===== src/rtl/serial_subtractor.sv =====
// Multi-cycle a - b - borrow_in, one WIDTH-bit group per clock LSB first; result after HEIGHT cycles.
// start_in is honoured only while idle; requests during busy are dropped, never queued.
module serial_subtractor #(
  parameter int WIDTH  = 4,
  parameter int HEIGHT = 4
) (
  input  logic                      clk_in,
  input  logic                      rst_n_in,
  input  logic                      start_in,
  input  logic [WIDTH*HEIGHT-1:0]   a_in,
  input  logic [WIDTH*HEIGHT-1:0]   b_in,
  input  logic                      borrow_in,
  output logic                      busy_out,
  output logic                      done_out,
  output logic [WIDTH*HEIGHT-1:0]   diff_out,
  output logic                      borrow_out,
  output logic                      overflow_out,
  output logic                      zero_out
);

  localparam int N     = WIDTH * HEIGHT;
  localparam int CNT_W = (HEIGHT > 1) ? $clog2(HEIGHT) : 1;
  localparam logic [CNT_W-1:0] LAST = CNT_W'(HEIGHT - 1);

  typedef enum logic {IDLE = 1'b0, RUN = 1'b1} state_t;

  state_t             r_state;
  state_t             w_state_nxt;
  logic               w_accept;
  logic               w_last;

  logic [CNT_W-1:0]   r_cnt;
  logic [N-1:0]       r_a;
  logic [N-1:0]       r_b;
  logic [N-1:0]       r_work;
  logic               r_borrow;

  logic               r_done;
  logic [N-1:0]       r_diff;
  logic               r_borrow_out;
  logic               r_overflow;
  logic               r_zero;

  logic [WIDTH-1:0]   w_a_grp;
  logic [WIDTH-1:0]   w_b_grp;
  logic [WIDTH:0]     w_grp;
  logic [N-1:0]       w_diff_full;

  always_ff @(posedge clk_in or negedge rst_n_in) begin
    if (!rst_n_in) begin
      r_state <= IDLE;
    end else begin
      r_state <= w_state_nxt;
    end
  end

  always_comb begin
    w_state_nxt = r_state;
    w_accept    = 1'b0;
    w_last      = 1'b0;
    case (r_state)
      IDLE: begin
        if (start_in) begin
          w_accept    = 1'b1;
          w_state_nxt = RUN;
        end
      end
      RUN: begin
        w_last = (r_cnt == LAST);
        if (w_last) begin
          w_state_nxt = IDLE;
        end
      end
      default: w_state_nxt = IDLE;
    endcase
  end

  // Extra top bit of the group difference is the group's borrow-out.
  always_comb begin
    w_a_grp     = r_a[r_cnt*WIDTH +: WIDTH];
    w_b_grp     = r_b[r_cnt*WIDTH +: WIDTH];
    w_grp       = {1'b0, w_a_grp} - {1'b0, w_b_grp} - {{WIDTH{1'b0}}, r_borrow};
    w_diff_full = r_work;
    w_diff_full[r_cnt*WIDTH +: WIDTH] = w_grp[WIDTH-1:0];
  end

  always_ff @(posedge clk_in or negedge rst_n_in) begin
    if (!rst_n_in) begin
      r_cnt        <= '0;
      r_a          <= '0;
      r_b          <= '0;
      r_work       <= '0;
      r_borrow     <= 1'b0;
      r_done       <= 1'b0;
      r_diff       <= '0;
      r_borrow_out <= 1'b0;
      r_overflow   <= 1'b0;
      r_zero       <= 1'b0;
    end else begin
      r_done <= 1'b0;
      if (w_accept) begin
        r_a      <= a_in;
        r_b      <= b_in;
        r_borrow <= borrow_in;
        r_work   <= '0;
        r_cnt    <= '0;
      end else if (r_state == RUN) begin
        r_work   <= w_diff_full;
        r_borrow <= w_grp[WIDTH];
        r_cnt    <= r_cnt + CNT_W'(1);
        if (w_last) begin
          r_cnt        <= '0;
          r_done       <= 1'b1;
          r_diff       <= w_diff_full;
          r_borrow_out <= w_grp[WIDTH];
          r_overflow   <= (r_a[N-1] != r_b[N-1]) && (w_diff_full[N-1] != r_a[N-1]);
          r_zero       <= (w_diff_full == '0);
        end
      end
    end
  end

  assign busy_out     = (r_state == RUN);
  assign done_out     = r_done;
  assign diff_out     = r_diff;
  assign borrow_out   = r_borrow_out;
  assign overflow_out = r_overflow;
  assign zero_out     = r_zero;

endmodule

===== config.mk =====
export PLATFORM = sky130hd
export DESIGN_NAME = serial_subtractor
export DESIGN_NICKNAME = d
export VERILOG_FILES = /design/src/rtl/serial_subtractor.sv
export SDC_FILE = /design/constraint.sdc
export NUM_CORES = 1
export LEC_CHECK = 0
export CAP_MARGIN = 10
export CORE_MARGIN = 1.5
export CORE_UTILIZATION = 56
export CTS_CLUSTER_DIAMETER = 60
export DETAILED_ROUTE_END_ITERATION = 12
export GPL_TIMING_DRIVEN = 0
export HOLD_SLACK_MARGIN = 0.08
export PLACE_DENSITY_LB_ADDON = 0.05
export SETUP_SLACK_MARGIN = 0.15
export SYNTH_ARGS = -nofsm -noshare
export SYNTH_HDL_FRONTEND = slang
export SYNTH_SLANG_ARGS = --single-unit

===== constraint.sdc =====
create_clock -name clk_in -period 6.7 [get_ports clk_in]
set_input_delay 0.67 -clock clk_in [delete_from_list [all_inputs] [get_ports clk_in]]
set_output_delay 0.67 -clock clk_in [all_outputs]
set_load 0.005 [all_outputs]

==> reports/metrics.yaml <==
outcome: "complete, no violations"
top_level_ports: 57
switching_share_pct: 40.2
share_comb_of_total_power_pct: 54.9
post_cts.resized_instances: 0
synth.area.top_cells: "dfrtp_1 52%, mux2_2 11%, mux4_2 5.5%"
fin_worst_skew_ns: 0.0106
max-cap-violations: 0
grt_util_all_layers_pct: 24.4
ys_ff_latch: 68
drt-wirelength-per-cell_um: 16.3
number_of_buffers_inserted_by_hold_repair_at_cts: 0
gp_congestion: 0.902
postSynth.topFlopCell: "dfrtp_1"
max_slew_margin_pct: 38.9
worst-endpoint-required_ns: 6.96
number_of_synthesized_flops_with_an_enable_pin: 0
place.detailed.instances: 399
worst_setup_hold_path_clk_slew_ns: 0.08
clockRootBuffer: "clkbuf_8"
p_r_area_growth_vs_syn_pct: 26.1
power_frac_clock_pct: 14.7
p_sw_w: 0.000943
nets: 385
fp.dieH_um: 79.4
setup_viol: 0
worst_ir_drop_vdd_v: 0.000351
insertedDiodeCount: 0
finalNonFillerCells: 415
via_count_of_the_first_global_routing_pass: 2391
met3WireLength_um: 292
critPathLaunchType: "flop"
clock_latency_ns: 0.35
yosys_warning_count: 0
clock_tree_from_tritoncts: "built"
initial_utilization_pct: 58.6
cp_slowest_cell: "mux4_2"
tightest_slew_ns: 0.904
cts_setup_buffers: 0
drt-initial-drc-count: 165
drt.antenna.violating_nets: 0
antenna_found_initial: 0
grt_max_degree: 69
power.sequential.fraction_pct: 30.4
report.final.hold_viol_count: 0
cell_internal_pwr_w: 0.00140
number_of_clock_sinks: 68
number_of_clock_buffers_inserted_by_tritoncts: 9
proportion_of_synthesized_chip_area_in_sequential_cells_pct: 52.1
die_w_um: 79.4
fraction_of_final_layout_cells_sized_beyond_drive_strength_1_pct: 18.7
coreArea_um2: 5570
worstPathMaxFanout: 10
cp_most_frequent_cell: "fa_1"
most-common-layout-cells: "68 x dfrtp_1, 55 x clkdlybuf4s50_1, 35 x nand2_1, 33 x mux2_2, 19 x o21ai_0"
final.period_utilization_pct: 55.3
length_of_routed_met2_wiring_um: 3460
hold_path.class: "input pin to asynchronous set/reset pin"
grt.overflow.total: 0
synthDistinctLibCells: 41
ys_async_sr_fraction_pct: 100
syn_area_per_cell_um2: 12.0
cp_slowest_stage_delay_ns: 0.64
worst-setup-path-type: "flop to flop"
global_route_wire_length_before_repair_um: 11400
ctsHtreeMaxLevel: 3
final_core_utilization_pct: 73.8
route.vias.total: 2301
cp_cell_sequence: "buf_6 -> clkbuf_1 -> mux4_2 -> fa_1 -> fa_1 -> a222oi_1 -> o211a_1 -> nand4_1 -> o31ai_2"
mostFrequentLayoutCell: "dfrtp_1"
placement.io_buffers: 56
yosys.area.top_type_share_pct: 52.1
maxClockFrequency_mhz: 270
first_pass_iters: 4
route.detailed.drc: 0
post_synth_instance_area_um2: 3260
drv_slew: 0
synth.net_count: 318
synth_cells: 271
worstPathArrival_ns: 3.96
drt-total-wl_um: 6770
path_delay_family: "adder cells"
power_per_cell_area_nw_per_um2: 570
setup-tns-final_ns: 0
detail_route.wirelength.met1_um: 2860
core.rowCount: 27
critical_path.endpoint_type: "flop"
maxUsedRoutingLayer: "met4"
synthDominantAreaCellType: "dfrtp_1"
setup_repair_after_global_routing_missed_its_margin: "no"
half_perimeter_wire_length_of_the_detailed_placement_result_um: 4880
leakagePower_nw: 1.78
final_period_minus_worst_setup_slack_ns: 3.70
timing.hold.ws_ns: 0.404
critPathBufInv: 2
dieArea_um2: 6300
clockBufferDepth: 2
via_per_inst: 5.54
-- per-layer routing --
metal | track usage [%] | up-vias
li1 | - | 1094
met1 | 31.1 | 1130
met2 | 40.0 | 61
met3 | 4.25 | 16
met4 | 12.6 | 0
met5 | 0 | -
-- power groups by stage --
stage	Combinational, W	Sequential [W]	Clock [W]
2_1_floorplan	0.000929	0.000691	0
3_3_place_gp	0.00126	0.000709	0
3_5_place_dp	0.00129	0.000721	0
4_1_cts	0.00130	0.000714	0.000350
5_1_grt	0.00142	0.000735	0.000364
6_report	0.00129	0.000712	0.000345
-- cell type report --
type	instances	area (µm²)
Clock inverter	4	47.5
Multi-Input combinational cell	173	1440
Timing Repair Buffer	56	558
Tap cell	72	90.1
Sequential cell	68	1700
Fill cell	419	1460
Buffer	13	57.6
Inverter	17	63.8
Clock buffer	12	155
-- worst register-to-register path: stages, from the launching register on --
cell and delay (ns):
dfrtp_1 0.39, buf_6 0.15, clkbuf_1 0.58, mux4_2 0.64, fa_1 0.43, fa_1 0.61, a222oi_1 0.28, o211a_1 0.21
nand4_1 0.12, o31ai_2 0.22
-- kinds of logic (layout without fill, tap and decap cells) --
family | count (synthesis) | after routing | synth area share, %
buffers and inverters | 30 | 102 | 3.72
muxes | 42 | 42 | 17.4
adders and majority gates | 11 | 11 | 4.68
DFF | 68 | 68 | 52.1
and+or+nand+nor | 65 | 65 | 9.81
xor gates and xnor gates | 3 | 3 | 1.38
AOI/OAI and AO/OA | 52 | 52 | 10.9
-- state kept, by name, summed over array words and instances, names as in the netlist --
name	cells
zero_out	1
r_borrow	1
overflow_out	1
r_b	16
busy_out	1
diff_out	16
done_out	1
borrow_out	1
r_a	16
r_cnt	2
r_work	12
-- stage by stage --
step,setup slack (ns),area (µm²),total power [W]
after global placement,2.72,3920,0.00197
after floorplan,3.43,3260,0.00162
after CTS,2.97,4120,0.00236
final,3.00,4120,0.00235
after global routing,2.75,4120,0.00252
after detailed placement,2.99,3910,0.00201
-- path summary, 6_finish.rpt --
check | from | end | slack [ns] | cells past startpoint
max in group asynchronous | rst_n_in | r_b[9] | 5.73 | 1
setup reg to reg | r_cnt[0] | zero_out | 3.00 | 9
hold / removal | rst_n_in | diff_out[13] | 0.40 | 1
setup / recovery | r_cnt[0] | zero_out | 3.00 | 9
min in group clk_in | diff_out[2] | diff_out[2] | 0.48 | 2
hold reg to reg | diff_out[2] | diff_out[2] | 0.48 | 2
-- synth_stat cells, drive strengths merged (3+ instances only) --
cell and number:
ha 9, o22ai 3, a22o 8, clkbuf 10, a21oi 10, nor2b 7
nor2 7, mux2 34, dfrtp 68, inv 17, nand2 35, o21ai 19
nand2b 4, nor4bb 3, o31ai 4, buf 3, mux4 8
No activity file was read; power rests on OpenSTA's default activity.
